$ cat src/rtl/proc_pkg.sv
// Shared opcode, state and error encodings for the processor instruction feeder.
// The feeder drives DIN/Run in place of the board switches and button.
package proc_pkg;

    localparam logic [2:0] OP_MV   = 3'b000;
    localparam logic [2:0] OP_MVI  = 3'b001;
    localparam logic [2:0] OP_ADD  = 3'b010;
    localparam logic [2:0] OP_SUB  = 3'b011;
    localparam logic [2:0] OP_ONES = 3'b100;
    localparam logic [2:0] OP_HALT = 3'b111;

    localparam logic [1:0] ERR_NONE    = 2'b00;
    localparam logic [1:0] ERR_ILLEGAL = 2'b01;
    localparam logic [1:0] ERR_NOIMM   = 2'b10;
    localparam logic [1:0] ERR_TIMEOUT = 2'b11;

    typedef enum logic [1:0] {
        S_IDLE  = 2'b00,
        S_ISSUE = 2'b01,
        S_WAIT  = 2'b10
    } state_t;

    function automatic logic isLegal(input logic [2:0] op);
        return (op == OP_MV) || (op == OP_MVI) || (op == OP_ADD) ||
               (op == OP_SUB) || (op == OP_ONES) || (op == OP_HALT);
    endfunction

endpackage

$ cat src/rtl/prog_ram.sv
// Program RAM for the instruction feeder: one synchronous write port and one
// asynchronous read port, no reset (contents are undefined after power-up).
module prog_ram #(
    parameter int DEPTH = 32,
    parameter int AW    = 5
) (
    input  logic          Clock,
    input  logic          i_we,
    input  logic [AW-1:0] i_waddr,
    input  logic [8:0]    i_wdata,
    input  logic [AW-1:0] i_raddr,
    output logic [8:0]    o_rdata
);

    logic [8:0] r_mem [DEPTH];

    always_ff @(posedge Clock) begin
        if (i_we) begin
            r_mem[i_waddr] <= i_wdata;
        end
    end

    assign o_rdata = r_mem[i_raddr];

endmodule

$ cat src/rtl/proc_instr_feeder.sv
// Instruction feeder: walks the program RAM, issuing each word to proc with a
// one-cycle Run pulse and waiting for Done before decoding the next one.
module proc_instr_feeder
    import proc_pkg::*;
#(
    parameter int DEPTH   = 32,
    parameter int AW      = 5,
    parameter int TIMEOUT = 8
) (
    input  logic          Clock,
    input  logic          Resetn,
    input  logic          start,
    input  logic          prog_we,
    input  logic [AW-1:0] prog_addr,
    input  logic [8:0]    prog_wdata,
    input  logic          Done,
    output logic [8:0]    DIN,
    output logic          Run,
    output logic          busy,
    output logic          halted,
    output logic [1:0]    err,
    output logic [AW:0]   pc,
    output logic [7:0]    icount
);

    localparam int          TW      = $clog2(TIMEOUT + 1);
    localparam logic [AW:0] PC_END  = (AW + 1)'(DEPTH);
    localparam logic [AW:0] PC_LAST = (AW + 1)'(DEPTH - 1);
    localparam logic [TW-1:0] TMAX  = TW'(TIMEOUT - 1);

    state_t        r_state, w_stateNext;
    logic [8:0]    r_din, w_dinNext;
    logic          r_run, w_runNext;
    logic [AW:0]   r_pc, w_pcNext;
    logic [TW-1:0] r_tcnt, w_tcntNext;
    logic [7:0]    r_icount, w_icountNext;
    logic          r_halted, w_haltedNext;
    logic [1:0]    r_err, w_errNext;

    logic          w_we;
    logic          w_accept;
    logic [AW:0]   w_decPc;
    logic [8:0]    w_rdData;
    logic [8:0]    w_word;
    logic [2:0]    w_op;

    assign w_we     = prog_we && (r_state == S_IDLE);
    assign w_accept = ((r_state == S_IDLE) && start) || ((r_state == S_WAIT) && Done);
    assign w_decPc  = (r_state == S_IDLE) ? '0 : r_pc;

    prog_ram #(
        .DEPTH(DEPTH),
        .AW   (AW)
    ) u_ram (
        .Clock  (Clock),
        .i_we   (w_we),
        .i_waddr(prog_addr),
        .i_wdata(prog_wdata),
        .i_raddr(w_decPc[AW-1:0]),
        .o_rdata(w_rdData)
    );

    // A write landing on address 0 in the start cycle must be seen by the first decode.
    assign w_word = ((r_state == S_IDLE) && w_we && (prog_addr == '0)) ? prog_wdata : w_rdData;
    assign w_op   = w_word[8:6];

    always_ff @(posedge Clock or negedge Resetn) begin
        if (!Resetn) begin
            r_state  <= S_IDLE;
            r_din    <= '0;
            r_run    <= 1'b0;
            r_pc     <= '0;
            r_tcnt   <= '0;
            r_icount <= '0;
            r_halted <= 1'b0;
            r_err    <= ERR_NONE;
        end else begin
            r_state  <= w_stateNext;
            r_din    <= w_dinNext;
            r_run    <= w_runNext;
            r_pc     <= w_pcNext;
            r_tcnt   <= w_tcntNext;
            r_icount <= w_icountNext;
            r_halted <= w_haltedNext;
            r_err    <= w_errNext;
        end
    end

    always_comb begin
        w_stateNext  = r_state;
        w_dinNext    = r_din;
        w_runNext    = 1'b0;
        w_pcNext     = r_pc;
        w_tcntNext   = r_tcnt;
        w_icountNext = r_icount;
        w_haltedNext = r_halted;
        w_errNext    = r_err;

        if (w_accept) begin
            if (r_state == S_IDLE) begin
                w_haltedNext = 1'b0;
                w_errNext    = ERR_NONE;
                w_icountNext = '0;
                w_pcNext     = '0;
            end else if (r_icount != 8'hFF) begin
                w_icountNext = r_icount + 8'd1;
            end

            // Decode happens at the accepting edge so Run follows Done by one cycle.
            if ((w_decPc == PC_END) || (w_op == OP_HALT)) begin
                w_haltedNext = 1'b1;
                w_stateNext  = S_IDLE;
                w_dinNext    = '0;
            end else if (!isLegal(w_op)) begin
                w_errNext   = ERR_ILLEGAL;
                w_stateNext = S_IDLE;
                w_dinNext   = '0;
            end else if ((w_op == OP_MVI) && (w_decPc == PC_LAST)) begin
                w_errNext   = ERR_NOIMM;
                w_stateNext = S_IDLE;
                w_dinNext   = '0;
            end else begin
                w_dinNext   = w_word;
                w_runNext   = 1'b1;
                w_pcNext    = w_decPc + 1'b1;
                w_stateNext = S_ISSUE;
            end
        end else begin
            case (r_state)
                S_ISSUE: begin
                    w_stateNext = S_WAIT;
                    w_tcntNext  = '0;
                    if (r_din[8:6] == OP_MVI) begin
                        w_dinNext = w_rdData;
                        w_pcNext  = r_pc + 1'b1;
                    end
                end
                S_WAIT: begin
                    if (r_tcnt == TMAX) begin
                        w_errNext   = ERR_TIMEOUT;
                        w_stateNext = S_IDLE;
                        w_dinNext   = '0;
                    end else begin
                        w_tcntNext = r_tcnt + 1'b1;
                    end
                end
                default: begin
                end
            endcase
        end
    end

    assign DIN    = r_din;
    assign Run    = r_run;
    assign busy   = (r_state != S_IDLE);
    assign halted = r_halted;
    assign err    = r_err;
    assign pc     = r_pc;
    assign icount = r_icount;

endmodule
$ cat config.mk
export PLATFORM = sky130hd
export DESIGN_NAME = proc_instr_feeder
export DESIGN_NICKNAME = d
export VERILOG_FILES = /design/src/rtl/proc_pkg.sv /design/src/rtl/prog_ram.sv /design/src/rtl/proc_instr_feeder.sv
export SDC_FILE = /design/constraint.sdc
export NUM_CORES = 1
export LEC_CHECK = 0
export BUFFER_PORTS_ARGS = -buffer_cell sky130_fd_sc_hd__buf_2
export CAP_MARGIN = 20
export CORE_UTILIZATION = 48
export DETAILED_ROUTE_END_ITERATION = 8
export HOLD_SLACK_MARGIN = 0.06
export PLACE_DENSITY = 0.61
export SLEW_MARGIN = 5
export SYNTH_ARGS = -nofsm -noshare
export SYNTH_HDL_FRONTEND = slang
export SYNTH_SLANG_ARGS = --single-unit
$ cat constraint.sdc
create_clock -name Clock -period 6.9 [get_ports Clock]
set_input_delay 0.345 -clock Clock [delete_from_list [all_inputs] [get_ports Clock]]
set_output_delay 0.345 -clock Clock [all_outputs]
set_load 0.02 [all_outputs]
# After elaboration in Yosys (flattened, before gate mapping)
# Memories as Yosys holds them, arrays and structs flattened.
# Cells that the tools add are included.
# word_totals
register_bits	33
latchBits	0
ram_bits	288
mem_bits_ro	0
inputBits	19
out_inout_bits	28
elab_cells	101
mem_count	1
# mem_list
memory	words	width	rd	rd_clocked_by_memory_dff	write_ports	line	text
u_ram.r_mem	32	9	1	0	1	prog_ram.sv:15	logic [8:0] r_mem [DEPTH];
# classes
addsub	4
multipliers	0
div	0
n_lt_le_gt_ge	0
eq_ne	15
shift	0
n_mux	40
bitwise	1
reduce_logical	32
# op_table
operator	n
$mux 9	7
$mux 6	7
$mux 2	9
$pmux 9 s2	1
$mux 8	2
$reduce_bool 2->1	8
$add 6x1->6 const B	2
$mux 1	11
$reduce_and 2->1	5
$add 8x1->8 const B	1
$ne 8x8->1 const B	1
$pmux 4 s2	1
$logic_or 1x1->1	7
$eq 3x1->1 const B	2
$eq 3x2->1 const B	2
$eq 3x3->1 const B	2
$eq 6x5->1 const B	1
$eq 6x6->1 const B	1
$logic_and 1x1->1	6
$reduce_and 3->1	2
$logic_not 5->1	1
$add 4x1->4 const B	1
$eq 4x3->1 const B	1
$mux 4	1
10 further kinds	10

# Logic depth before layout (Yosys ltp)
# depth
depth_word	14
ltp_mapped	18
depth_no_buf	12

# Modules after synthesis
# A second synthesis with hierarchy kept.
# unflattened
hier_cells	715
hier_area_um2	13414.1
# modules_own_cells
module	n_inst	cells_each	area_each_um2	seq_area_each_um2
prog_ram	1	454	11101.9	8648.3
proc_instr_feeder	1	261	2312.2	825.8

# Worst setup path after synthesis
# OpenSTA, ideal clock, no wires.
# synth_path
path_kind	register to register
from	register r_state[0]
to	register r_din[6], in the netlist DIN[6]
setup_time_ns	0.132
arrival_ns	3.296
required_ns	6.768
path_slack_ns	3.472
path_stages_with_launch	19
path_buffers	8
period_less_slack_ns	3.428
cell_sequence	dfrtp_1 -> inv_1 -> ha_1 -> nor2b_2 -> buf_6 -> buf_4 -> buf_6 -> buf_4 -> buf_4 -> buf_4 -> buf_2 -> ha_1 -> nand3b_1 -> nor4_2 -> a211oi_2 -> o31ai_4 -> nand2b_1 -> buf_6 -> o21ai_0
# synth_between
elab_chain_cells	14
word_cells_on_any_way	37
cone_classes	11 x eq/ne; 8 x mux; 17 x reduce/logical; 1 x memory
# synth_rtl
element	line	text
start: declaration	proc_instr_feeder.sv:31	state_t r_state, w_stateNext;
start signal: assignment	proc_instr_feeder.sv:78	r_state <= w_stateNext;
parallel branches: the longest is 14 deep, another holds $mem_v2 32x9	-	
end signal: assignment	proc_instr_feeder.sv:79	r_din <= w_dinNext;
end: declaration	proc_instr_feeder.sv:32	logic [8:0] r_din, w_dinNext;
# Parallel ways; which one is timed is not known. The select of a mux whose other input is x is not followed.
# A chain may end at the register's enable or synchronous reset.

# Final worst setup path
# layout_path
from	register r_state[0]
to	register r_pc[2], in the netlist pc[2]
# layout_between
elab_chain_cells	14
word_cells_on_any_way	35
cone_classes	1 x add/sub; 9 x eq/ne; 6 x mux; 18 x reduce/logical; 1 x memory
# layout_rtl
element	line	text
parallel branches: the longest is 14 deep, another holds $mem_v2 32x9	-	
end signal: assignment	proc_instr_feeder.sv:81	r_pc <= w_pcNext;
end: declaration	proc_instr_feeder.sv:34	logic [AW:0] r_pc, w_pcNext;
# Parallel ways; which one is timed is not known.

==> results by group <==
Clock tree
  – Clock Sinks: 321
  – Postcts setup bufs: 0
  – Root Buffer: clkbuf_16
  – CTS buffer count: 35
  – Max clock buf depth: 3
  – Clk slew on worst S/H paths: 0.06 ns
  – Max H-tree Level: 2
  – CTS tree: built
  – Clk_lat worst skew: 0.52 ns

STA
  – Transition time of the tightest slew-check pin: 1.153 ns
  – Final setup viols: 0
  – RSZ-0062 raised after global routing: no
  – Peak Freq: 232.6 MHz
  – Setup TNS: 0 ns
  – Clock Skews: 0.01929 ns
  – Fin. Hold Viols: 0
  – Slew Viols, Final: 0
  – Rel. slew slack: 22.82%
  – Final WS setup: 2.601 ns
  – Final Critical Period: 4.299 ns
  – Final Cycle Share: 62.30%

Finish
  – Ratio of cells with drive above 1 in the final layout: 15.75%
  – Area growth, synth to finish: 12.30%
  – Most frequent cells in the layout: edfxtp_1 (288), nand2_1 (164), nor2_1 (52)
  – Commonest non-fill, non-tap cell in the layout: edfxtp_1
  – Final net count: 1,018

Yosys
  – Primary FF master, synth: edfxtp_1
  – Post-synth EDFFs: 288
  – Synth Instances: 945
  – Syn_area_per_cell: 14.36 sq um
  – Cell area after synthesis: 13,570 sq um
  – Syn_nets: 973
  – Ys async rst share: 10.28%
  – Synth cell types: 67
  – Warnings from Yosys: 0
  – Synthesized flop and latch total: 321
  – Post-synth top area share: 63.73%
  – Largest cells by area after synthesis: edfxtp_1 (64%), dfrtp_1 (6.1%), mux4_2 (5.3%)
  – Largest area contributor in the netlist: edfxtp_1
  – Sequential share of the synthesized area: 69.81%

Floorplan
  – Ports: 47
  – Die area: 28,950 sq um
  – Die height: 170.1 microns
  – Core ar.: 27,780 sq um
  – Initial Util: 48.85%
  – # rows: 61
  – Die X: 170.1 microns

Placed design
  – HPWL Detailed: 20.50 mm
  – Input/output buffers: 46
  – Placer congestion estimate: 0.8844
  – Dpl ws: 2.574 ns

Pwr
  – PwrDens: 413.1 nW/um^2
  – Leakage: 5.247 nW
  – Post-route total power: 6.295 mW
  – VDD IR-drop max: 0.0001982 V

Critical path
  – Crit path kind: reg -> reg
  – CP bufs+invs: 2
  – Slowest CP cell: nor2b_4
  – Max FO, Critical Path: 39
  – Cell family with most CP delay: simple AND/OR/NAND/NOR gates
  – Worst-path cell chain: inv_1 > ha_1 > nor2b_4 > buf_4 > mux4_2 > a22oi_1 > nand4_1 > a21oi_2 > o31ai_4 > nand2b_1 > o311a_1
  – Worst setup EP type: register
  – Worst Path Required: 7.30 ns
  – CP max stage delay: 0.61 ns
  – Setup crit start kind: register
  – CP arrival: 4.69 ns

Drt
  – Routed Antenna Nets: 0
  – Routed WL: 32.30 mm
  – DRT iter0 DRCs: 869
  – Wire length per cell: 23.15 microns
  – DRT Pass-1 Iters: 5
  – Residual DRC: 0
  – Via count: 8,234
  – Vias per cell: 5.903

Min path
  – Hold Path Class: in -> reg

GRT
  – All-Layer GR Usage: 22.98%
  – Vias in the first global route: 7,904
  – Largest net degree at the start of global routing: 67
  – Grt ovf: 0
  – First-pass GRT wire length: 48.85 mm
  – Antenna violations before repair: 1

Run
  – Max_cap viols: 0

Status
  – Outcome: complete, no violations
-- synth_stat cells, types with 3 or more instances --
master,instances
xnor2_1,5
buf_6,4
buf_2,9
a22oi_1,23
nor2b_1,7
and3_1,15
nor3b_1,3
mux4_2,32
inv_1,10
nand2_1,164
buf_4,5
ha_1,9
and3b_1,4
o22ai_1,4
mux2_2,3
nor2_1,52
clkbuf_1,27
mux2i_1,23
or3_1,4
a311oi_1,3
edfxtp_1,288
nand3_1,37
o211ai_1,4
a31o_2,7
dfrtp_1,33
xor2_1,4
o31ai_1,4
nand3b_1,7
a21o_1,3
nand4_1,5
buf_1,6
nor3_1,11
nand2b_1,6
o21ai_0,39
a21oi_1,15
a22o_1,3
a211oi_1,5
and2_1,3
a31oi_1,27
-- power breakdown --
part,leakage (nW),internal [mW],switching (mW)
Sequential,3.01,2.22,0.101
Combinational,1.71,0.813,1.38
Clock,0.534,1.03,0.746
Total,5.25,4.06,2.23
-- cells by family (layout without fill, tap and decap cells) --
| group | count (synthesis) | count (layout) | synth area share (%) |
|---|---|---|---|
| compound gates | 157 | 157 | 7.874 |
| xor+xnor | 9 | 9 | 0.5808 |
| fa+ha+maj | 9 | 9 | 0.8298 |
| buf+inv | 64 | 135 | 2.370 |
| flops | 321 | 321 | 69.81 |
| mux | 60 | 60 | 7.643 |
| other cells | 0 | 1 | 0 |
| simple gates | 325 | 325 | 10.89 |
-- worst paths after layout --
kind,start,end,slack [ns],cells past startpoint
max,r_state[0],pc[2],2.60,11
min,start,pc[4],0.33,5
max reg2reg,r_state[0],pc[2],2.60,11
min reg2reg,halted,halted,0.49,2
max in group asynchronous,Resetn,DIN[6],5.95,2
min in group asynchronous,Resetn,DIN[0],0.45,2
-- worst min-delay path, delay by kind of cell --
| kind | cells | cell delay (ns) |
|---|---|---|
| compound gates | 2 | 0.12 |
| buf+inv | 2 | 0.27 |
| simple gates | 1 | 0.06 |
-- layer usage --
metal	share of wire (%)	vias to the layer above	wire length [microns]	global-route usage [%]
met5	0	-	0	0
met4	1.8	0	570	5.640
met3	6.7	53	2179	3.558
met2	46	329	14960	35.94
met1	45	4133	14590	33.85
li1	-	3719	-	-
-- registers in the layout, summed over array words and instances (netlist names), 2 cells and up --
| signal | cells |
|---|---|
| r_state | 2 |
| icount | 8 |
| r_tcnt | 4 |
| err | 2 |
| pc | 6 |
| u_ram.r_mem | 288 |
| DIN | 9 |
-- stage by stage --
stage	area, sq um	utilization, %	std cells	hold WS [ns]
floorplan	13570	-	945	0.04941
global placement	14080	50.70	1326	0.4575
detailed placement	14080	50.70	1326	0.4606
CTS	15180	54.64	1390	0.3148
global route	15240	54.86	1395	0.3572
finish	15240	54.86	1395	0.3313
-- final cells by class --
type,count,area [sq um]
Sequential cell,321,9474
Fill cell,2318,12540
Clock buffer,43,927.1
Timing Repair Buffer,60,365.4
Clock inverter,20,157.7
Tap cell,378,473.0
Multi-Input combinational cell,560,3790
Antenna cell,1,2.502
Inverter,12,50.05
-- what timing repair did --
item | CTS | global route
endpoints found under the setup margin | 0 | 0
hold buffers | 1 | 0
gates resized for setup | 0 | 0
endpoints found under the hold margin | 33 | 0
Power figures use the tool's default switching activity.
